<file path="src/rtl/obi_sbr_pkg.sv">
// obi_sbr_pkg: response type, constants and decode helper shared by obi_subordinate
package obi_sbr_pkg;
  // Sized for the widest supported data bus; narrower instances leave the top bits at zero.
  localparam int MAX_DW = 64;
  localparam logic [7:0] ERR_CNT_MAX = 8'hFF;
  typedef struct packed {
    logic [MAX_DW-1:0] rdata;
    logic err;
  } rsp_t;
  function automatic int word_off_bits(input int dw);
    return $clog2(dw / 8);
  endfunction
endpackage

</file>
<file path="src/rtl/obi_sbr_rsp_fifo.sv">
// obi_sbr_rsp_fifo: in-order synchronous response FIFO with wrapping pointers
module obi_sbr_rsp_fifo
  import obi_sbr_pkg::*;
#(
  parameter int DEPTH = 2,
  localparam int CW = $clog2(DEPTH + 1)
) (
  input  logic          clk_i,
  input  logic          rst_i,
  input  logic          push_i,
  input  logic          pop_i,
  input  rsp_t          data_i,
  output rsp_t          data_o,
  output logic          full_o,
  output logic          empty_o,
  output logic [CW-1:0] count_o
);
  localparam int PW = DEPTH > 1 ? $clog2(DEPTH) : 1;
  rsp_t mem_q [DEPTH];
  logic [PW-1:0] wptr_q, rptr_q;
  logic [CW-1:0] count_q;
  function automatic logic [PW-1:0] nxt(input logic [PW-1:0] p);
    return p == PW'(DEPTH - 1) ? '0 : p + PW'(1);
  endfunction
  always_ff @(posedge clk_i) begin
    if (rst_i) begin
      wptr_q  <= '0;
      rptr_q  <= '0;
      count_q <= '0;
    end else begin
      if (push_i) begin
        mem_q[wptr_q] <= data_i;
        wptr_q <= nxt(wptr_q);
      end
      if (pop_i) rptr_q <= nxt(rptr_q);
      count_q <= count_q + CW'(push_i) - CW'(pop_i);
    end
  end
  assign data_o  = mem_q[rptr_q];
  assign full_o  = count_q == CW'(DEPTH);
  assign empty_o = count_q == '0;
  assign count_o = count_q;
endmodule

</file>
<file path="src/rtl/obi_subordinate.sv">
// obi_subordinate: OBI v1 responder with byte-enable word memory, decode errors and queued responses
module obi_subordinate
  import obi_sbr_pkg::*;
#(
  parameter int ADDR_WIDTH = 32,
  parameter int DATA_WIDTH = 32,
  parameter int NUM_WORDS = 16,
  parameter logic [ADDR_WIDTH-1:0] BASE_ADDR = '0,
  parameter int RSP_DEPTH = 2
) (
  input  logic                    clk_i,
  input  logic                    rst_i,
  input  logic                    obi_req_i,
  output logic                    obi_gnt_o,
  input  logic [ADDR_WIDTH-1:0]   obi_addr_i,
  input  logic                    obi_we_i,
  input  logic [DATA_WIDTH/8-1:0] obi_be_i,
  input  logic [DATA_WIDTH-1:0]   obi_wdata_i,
  output logic                    obi_rvalid_o,
  input  logic                    obi_rready_i,
  output logic [DATA_WIDTH-1:0]   obi_rdata_o,
  output logic                    obi_err_o,
  output logic [7:0]              err_cnt_o
);
  localparam int OFF = word_off_bits(DATA_WIDTH);
  localparam int IW = $clog2(NUM_WORDS);
  localparam int NB = DATA_WIDTH / 8;
  localparam int CW = $clog2(RSP_DEPTH + 1);
  logic [DATA_WIDTH-1:0] mem_q [NUM_WORDS];
  logic [7:0] err_cnt_q;
  logic [IW-1:0] idx;
  logic [CW-1:0] rsp_cnt;
  logic err, accept, empty, full;
  rsp_t push_rsp, head;
  logic unused_rsp;
  // BASE_ADDR is aligned to the memory span, so range check is an upper-bit compare.
  assign idx = obi_addr_i[OFF +: IW];
  assign err = (obi_addr_i[ADDR_WIDTH-1:OFF+IW] != BASE_ADDR[ADDR_WIDTH-1:OFF+IW])
             || (obi_addr_i[OFF-1:0] != '0);
  assign obi_gnt_o = rsp_cnt < CW'(RSP_DEPTH);
  assign accept = obi_req_i & obi_gnt_o;
  assign push_rsp = '{rdata: (err || obi_we_i) ? '0 : MAX_DW'(mem_q[idx]), err: err};
  always_ff @(posedge clk_i) begin
    if (rst_i) begin
      mem_q <= '{default: '0};
      err_cnt_q <= '0;
    end else if (accept) begin
      if (err) err_cnt_q <= err_cnt_q == ERR_CNT_MAX ? err_cnt_q : err_cnt_q + 8'd1;
      else if (obi_we_i)
        for (int b = 0; b < NB; b++)
          if (obi_be_i[b]) mem_q[idx][8*b +: 8] <= obi_wdata_i[8*b +: 8];
    end
  end
  obi_sbr_rsp_fifo #(.DEPTH(RSP_DEPTH)) u_fifo (
    .clk_i  (clk_i),
    .rst_i  (rst_i),
    .push_i (accept),
    .pop_i  (obi_rvalid_o & obi_rready_i),
    .data_i (push_rsp),
    .data_o (head),
    .full_o (full),
    .empty_o(empty),
    .count_o(rsp_cnt)
  );
  assign obi_rvalid_o = !empty;
  assign obi_rdata_o  = empty ? '0 : head.rdata[DATA_WIDTH-1:0];
  assign obi_err_o    = !empty & head.err;
  assign err_cnt_o    = err_cnt_q;
  assign unused_rsp   = ^{head, full};
endmodule
</file>
<file path="config.mk">
export PLATFORM = sky130hd
export DESIGN_NAME = obi_subordinate
export DESIGN_NICKNAME = d
export VERILOG_FILES = /design/src/rtl/obi_sbr_pkg.sv /design/src/rtl/obi_sbr_rsp_fifo.sv /design/src/rtl/obi_subordinate.sv
export SDC_FILE = /design/constraint.sdc
export NUM_CORES = 1
export LEC_CHECK = 0
export BUFFER_PORTS_ARGS = -buffer_cell sky130_fd_sc_hd__buf_2
export CORE_MARGIN = 2
export CORE_UTILIZATION = 57
export CTS_CLUSTER_DIAMETER = 120
export CTS_CLUSTER_SIZE = 8
export DETAILED_ROUTE_END_ITERATION = 6
export PLACE_DENSITY = 0.83
export SLEW_MARGIN = 25
export SYNTH_ARGS = -nofsm -noshare
export SYNTH_HDL_FRONTEND = slang
export SYNTH_SLANG_ARGS = --single-unit
</file>
<file path="constraint.sdc">
create_clock -name clk_i -period 4.17 [get_ports clk_i]
set_input_delay 0.417 -clock clk_i [delete_from_list [all_inputs] [get_ports clk_i]]
set_output_delay 0.417 -clock clk_i [all_outputs]
set_load 0.005 [all_outputs]
</file>
==> summary.txt, run 1 <==
Outcome
  • Status: complete, no violations

CTS
  • Num CTS Buffers: 83
  • H-tree Lvls: 3
  • Clk sinks: slightly below 600
  • Worst skew pair latency: a little over 0.6 ns
  • Post-CTS setup repair buffer count: 0
  • Hold_buf cts: 0
  • Cts repair resizes: 0
  • CTS max path bufs: 3
  • Root buffer cell: clkbuf_16
  • CTS tree: yes
  • Clk pin slew, worst setup/hold paths: approximately 0.05 ns

Worst setup path
  • Reg2reg end: mem_q[443]
  • Worst path required time: 4.58 ns
  • Crit path max fanout: 17
  • CP Class: in2reg
  • Delay-heaviest family, CP: simple AND/OR/NAND/NOR gates
  • Worst r2r src: u_fifo.count_o[1]
  • Worst R2R Path Depth: 5
  • Critical path endpoint category: flop
  • Crit path DAT: 3.21 ns
  • Reg2reg setup slack: about 1.5 ns
  • Worst path bufs/invs: 2
  • CP max stage delay: approximately 0.75 ns
  • Critical Path Start Type: input port
  • CP cell instances: buf_2 -> or4_1 -> nor3_4 -> nand2_1 -> or2_1 -> buf_4 -> a21oi_1
  • Critical-path top delay cell: or4_1

Logic synthesis
  • Mean Syn Cell Area: roughly 11 um2
  • Post-synthesis mux area share: 0.278
  • Post-Synth Simple-Gate Area: 0.149
  • Synth Area in Adders: 0.00146
  • Warnings, synthesis: 0
  • Ys flop type: dfxtp_1
  • Synth async-reset ratio: 0
  • Cell count after synthesis: approximately 2400
  • Syn Nets: about 2500
  • Main combinational cell family by area after synthesis: multiplexers
  • Post-Synth XOR/XNOR Area: 0.00238
  • Number of synthesized flops with an enable pin: 66
  • Sequential area share after synthesis: 0.485
  • Compound-Gate Fraction of Synth Area: 0.0511
  • Yosys cell types: 43
  • Area of the mapped netlist: between 20000 and 30000 um2
  • Synth Register Bits: a little under 600

Global routing
  • Pin count of the biggest net entering global routing: around 140
  • Number of global-route vias before repair: approximately 19000
  • Initial antenna violation count: 3
  • Total grt overflow: 0
  • Total GRT Usage: 0.285
  • First-pass GRT wire length: approximately 110000 um

Power and ir drop
  • Power per cell area: ~450 nW/um2
  • Peak supply drop: between 0.2 and 0.3 mV
  • Leakage: between 10 and 15 nW
  • Power Total: 13.0 mW

Floorplanning
  • Die X: between 200 and 250 um
  • Rows: 77
  • Initial Utilization: 0.580
  • IO Pins: 116
  • Die footprint: around 47000 um2
  • Chip Height: between 200 and 250 um
  • Core area: around 44000 um2

Timing
  • Clock skew after layout: 0.0220 ns
  • Fin worst setup slack: between 1 and 1.5 ns
  • Final setup vio count: 0
  • Worst-margin pin slew: 1.08 ns
  • RSZ-0062 raised after global routing: no
  • Hold Vio Cnt, Final: 0
  • WHS: about 0.25 ns
  • Rel. slew slack: 0.276
  • Final critical-path required period: about 2.8 ns
  • Final period utilization: 0.670
  • Fmax: 358 MHz
  • Final Slew Violations: 0
  • Post-route setup TNS: 0 ns

Finish
  • Antenna diode count: 0
  • Area delta synth->final: 12.0%
  • Post-layout nets: between 2000 and 3000
  • Ratio of cells with drive above 1 in the final layout: 0.171
  • Post-route cell area: between 20000 and 30000 um2
  • Finished Core Util: 0.649
  • Finished Layout Cells: ~3100

Place
  • # placed instances: slightly below 3000
  • Pre-CTS setup slack: approximately 0.92 ns
  • DP HPWL: a little over 40000 um
  • # port buffers: 115
  • Cell Area, Placed: about 27000 um2
  • RePlAce Congestion: ~0.86

Route
  • Iteration-0 DRC Markers: 2061
  • First-pass DRT Iterations: 6
  • Routed Antenna Nets: 0
  • WL final: around 67000 um
  • Vias: 19100
  • Post-DR wirelength/cell: about 22 um
  • # DRC: 0
  • Vias per cell: 6.25

Hold path
  • Hold Crit Start: obi_wdata_i[29]
  • Hold path cells: 3
  • WHS Endpoint: mem_q[189]
  • Min-delay worst type: in2reg

Flow run
  • Max-cap violations: 0
## cell families (layout without fill, tap and decap cells)
group | after synthesis | count (layout)
buf+inv | 197 | 264
mux | 554 | 554
xor+xnor | 7 | 7
simple gates | 815 | 815
fa+ha+maj | 3 | 3
compound gates | 228 | 228
flops | 591 | 591
## cells in the final DEF, fill, tap and decap left out, drive strengths merged
| cell type | n |
|---|---|
| nand2b | 4 |
| nand4 | 5 |
| or2 | 1 |
| nand2 | 246 |
| edfxtp | 66 |
| nand3b | 1 |
| nor3 | 7 |
| buf | 143 |
| inv | 8 |
| and2 | 1 |
| o21ai | 2 |
| and3 | 15 |
| mux2i | 426 |
| a21oi | 156 |
| mux4 | 128 |
| nor2b | 4 |
| or4 | 6 |
| nor2 | 444 |
| clkbuf | 113 |
| nand4b | 4 |
| and4 | 1 |
| nor4 | 10 |
| xnor2 | 6 |
| nand3 | 64 |
| a211oi | 2 |
| dfxtp | 525 |
| xor2 | 1 |
| nor3b | 1 |
| a22oi | 64 |
| o31ai | 3 |
| or3 | 1 |
| a21o | 1 |
| ha | 3 |
## cell type report
class	count	area, um2
clock buffers	112	2230
flip-flops and latches	591	12500
inverters	6	22.5
clock inverters	2	17.5
fillers	3162	15600
repair buffers	144	893
well taps	592	741
multi-input cells	1607	12400
## state kept, by name, summed over array words and instances (netlist names), named ones only
register	cells
err_cnt_o	8
u_fifo.count_o	2
u_fifo.rptr_q	1
u_fifo.mem_q	66
mem_q	512
u_fifo.wptr_q	1
## where the power goes
group	total, mW	internal, mW	switching [mW]
Clock	5.98	3.65	2.34
Sequential	5.91	5.83	0.0737
Combinational	1.13	0.382	0.743
Total	13.0	9.86	3.15
## synthesized netlist by cell type (15+ instances only)
master	count	share of area
a22oi_1	64	0.019
and3_1	15	0.0036
mux4_2	128	0.11
nand2_1	246	0.036
mux2i_1	426	0.17
clkbuf_1	131	0.019
nor2_1	444	0.065
buf_2	32	0.0062
edfxtp_1	66	0.077
a21oi_1	156	0.030
nand3_1	19	0.0037
dfxtp_1	525	0.41
nand3_4	30	0.020
nand3_2	15	0.0058
buf_1	22	0.0032
## how the worst max path moves through the flow
stage / startpoint / endpoint / slack [ns] / cells past startpoint
2_1_floorplan: rst_i / u_fifo.mem_q[1][0] / 0.47 / 3
3_3_place_gp: obi_addr_i[29] / u_fifo.mem_q[0][13] / 1.05 / 7
3_5_place_dp: obi_addr_i[29] / u_fifo.mem_q[0][6] / 0.92 / 7
4_1_cts: flop / obi_rdata_o[16] / 1.38 / 4
5_1_grt: flop / obi_rdata_o[18] / 1.31 / 4
6_report: obi_addr_i[29] / u_fifo.mem_q[0][6] / 1.37 / 7
## layer usage
layer,vias to the layer above,share of wire,global-route usage
met2,966,0.48,0.464
met4,6,0.042,0.137
met3,197,0.090,0.0584
li1,8503,-,-
met1,9418,0.39,0.364
met5,-,0.00057,0
## worst register-to-register path: stages, from the launching register on
cell and delay (ns):
dfxtp_1 0.39, nand3b_1 0.26, nor4_1 0.90, nand4_2 0.57, mux2i_1 0.34, nor2_1 0.06
Power figures use the tool's default switching activity.
==> inputs of run 2 (changes only) <==
Settings changed: CORE_UTILIZATION 57 to 56, PLACE_DENSITY 0.83 to 0.84.
Clock period 4.17 ns to 2.4 ns, I/O delays scaled along.
==> summary.txt, run 2 (synthesis results as in run 1) <==
Route
  • Vias per cell: 6.19 (-1.1%)
  • Vias: 19300 (+1.2%)
  • Iteration-0 DRC Markers: 2329 (+13%)
  • # DRC: 0 (unchanged)
  • WL final: 67700 um (+1.0%)
  • Post-DR wirelength/cell: 21.7 um (-1.2%)
  • Routed Antenna Nets: 0 (unchanged)
  • First-pass DRT Iterations: 6 (unchanged)

Global routing
  • Pin count of the biggest net entering global routing: 169 (+22%)
  • M3 GR Usage: 0.0527 (-0.00564)
  • Number of global-route vias before repair: 19700 (+1.5%)
  • Total GRT Usage: 0.284 (-0.00129)
  • Layer with the highest usage: met2
  • Met2 GRT Util: 0.472 (+0.00784)
  • Grt met1 use: 0.358 (-0.00605)
  • First-pass GRT wire length: 107000 um (+0.89%)
  • Total grt overflow: 0 (unchanged)
  • Initial antenna violation count: 5 (+2)

Floorplanning
  • Chip Height: 218 um (+0.87%)
  • Die footprint: 47700 um2 (+1.8%)
  • Die X: 218 um (+0.87%)
  • Rows: 78 (+1.3%)
  • Core area: 45400 um2 (+2.2%)
  • IO Pins: 116 (unchanged)
  • Initial Utilization: 0.567 (-0.0124)

Place
  • # placed instances: 3005 (+2.2%)
  • DP HPWL: 41500 um (+0.74%)
  • Pre-CTS setup slack: -0.0348 ns (-0.953 ns)
  • # port buffers: 115 (unchanged)
  • RePlAce Congestion: 0.876 (+1.9%)
  • Cell Area, Placed: 27300 um2 (+2.8%)

CTS
  • Clk pin slew, worst setup/hold paths: 0.05 ns (about the same)
  • Root buffer cell: clkbuf_16
  • CTS tree: yes
  • Clk sinks: 591 (unchanged)
  • H-tree Lvls: 3 (unchanged)
  • Worst skew pair latency: 0.60 ns (about the same)
  • Hold_buf cts: 0 (unchanged)
  • CTS max path bufs: 3 (unchanged)
  • Num CTS Buffers: 83 (unchanged)

Finish
  • Seq. cell area: 12500 um2 (about the same)
  • Post-layout nets: 2566 (+2.3%)
  • Most frequent cells in the layout: dfxtp_1 (524), nor2_1 (442), mux2i_1 (426)
  • Biggest register: mem_q
  • Ratio of cells with drive above 1 in the final layout: 0.191 (+0.0199)
  • Area delta synth->final: 15.1%
  • Largest register FFs: 512 (unchanged)
  • Multi-input gate area: 12500 um2 (+0.10%)
  • Finished Layout Cells: 3122 (+2.2%)
  • Commonest non-fill, non-tap cell in the layout: dfxtp_1
  • Post-route cell area: 29600 um2 (+2.7%)
  • Fillers: 3157 (-0.16%)

Worst setup path
  • Worst r2r src: u_fifo.count_o[1]
  • CP Class: reg2out
  • Worst setup endpoint: obi_rdata_o[18]
  • Critical Path Start Type: flop
  • CP max stage delay: 0.52 ns (-0.23 ns)
  • Worst R2R Path Depth: 7 (+2)
  • Worst path bufs/invs: 2 (unchanged)
  • Critical-path top delay cell: dfxtp_4
  • Crit path max fanout: 15 (-2)
  • Delay-heaviest family, CP: flip-flops
  • Reg2reg end: err_cnt_o[5]
  • WP depth: 4 (-3)
  • Crit path DAT: 2.00 ns (-1.21 ns)
  • Worst path required time: 2.16 ns (-2.42 ns)
  • Critical path endpoint category: output pin
  • Reg2reg setup slack: 0.37 ns (-1.15 ns)
  • CP cell instances: buf_4 -> mux2i_1 -> nor2_1 -> buf_2

Power and ir drop
  • Power per cell area: 763 nW/um2 (+69%)
  • Peak supply drop: 0.535 mV (+92%)
  • Leakage: 13.3 nW (+3.1%)

Flow run
  • Max-cap violations: 0 (unchanged)

Timing
  • Fin worst setup slack: 0.162 ns (-1.21 ns)
  • Final setup vio count: 0 (unchanged)
  • Hold Vio Cnt, Final: 0 (unchanged)
  • RSZ-0062 raised after global routing: no
  • Post-route setup TNS: 0 ns (unchanged)
  • Fmax: 447 MHz
  • Worst-margin pin slew: 0.863 ns (-0.212 ns)
  • Final Slew Violations: 0 (unchanged)
  • Final critical-path required period: approximately 2.2 ns
  • Final period utilization: 0.932
  • Clock skew after layout: 0.0132 ns (-0.00885 ns)
  • Rel. slew slack: 0.422 (+0.146)

Hold path
  • Hold path cells: 2 (-1)
  • Min-delay worst type: in2reg

Outcome
  • Status: complete, no violations
==> run 2: area by class of cell <==
| cell class | instances | area share |
|---|---|---|
| antenna | 3 | 0.000253 |
| timing repair buffer | 201 | 0.0547 |
| clock inverter | 5 | 0.00224 |
| inverter | 6 | 0.000760 |
| tap | 600 | 0.0253 |
| sequential | 591 | 0.422 |
| multi-input combinational | 1607 | 0.421 |
| clock buffer | 109 | 0.0741 |
==> run 2: how the worst min path moves through the flow <==
stage | start | end | slack [ns]
3_5_place_dp | mem_q[155] | mem_q[155] | 0.44
3_3_place_gp | mem_q[124] | mem_q[124] | 0.43
2_1_floorplan | obi_wdata_i[0] | mem_q[0] | 0.38
6_report | rst_i | mem_q[75] | 0.04
5_1_grt | obi_wdata_i[31] | mem_q[383] | 0.08
4_1_cts | obi_wdata_i[31] | mem_q[479] | 0.04
==> run 2: where the power goes <==
part	total (mW)	internal, mW	switching, mW
registers	10.2	10.1	0.108
clock network	10.4	6.29	4.12
logic	1.94	0.695	1.25
==> run 2: repair_timing <==
action                                  CTS  global route
resized for setup                         1             0
setup buffers                             0             0
endpoints found under the setup margin    1             0
==> run 2: metal layers <==
layer	vias to the layer above	share of wire
met4	4	0.042
met2	1077	0.48
met5	-	0.00032
met3	223	0.095
met1	9408	0.38
li1	8598	-
==> run 2: worst reg2reg max path, cell delays in order, from the launching register on <==
cell	delay, ns
dfxtp_1	0.38
inv_1	0.14
nand2_1	0.16
inv_1	0.16
o21ai_0	0.16
a21o_1	0.31
or4_1	0.50
a21oi_1	0.15
==> run 2: through the flow <==
stage          hold slack [ns]   util  total power [mW]
2_1_floorplan            0.384      -              11.5
3_3_place_gp             0.434  0.603              12.3
3_5_place_dp             0.443  0.603              12.4
4_1_cts                 0.0434  0.653              22.6
5_1_grt                 0.0761  0.653              23.2
6_report                0.0410  0.653              22.6
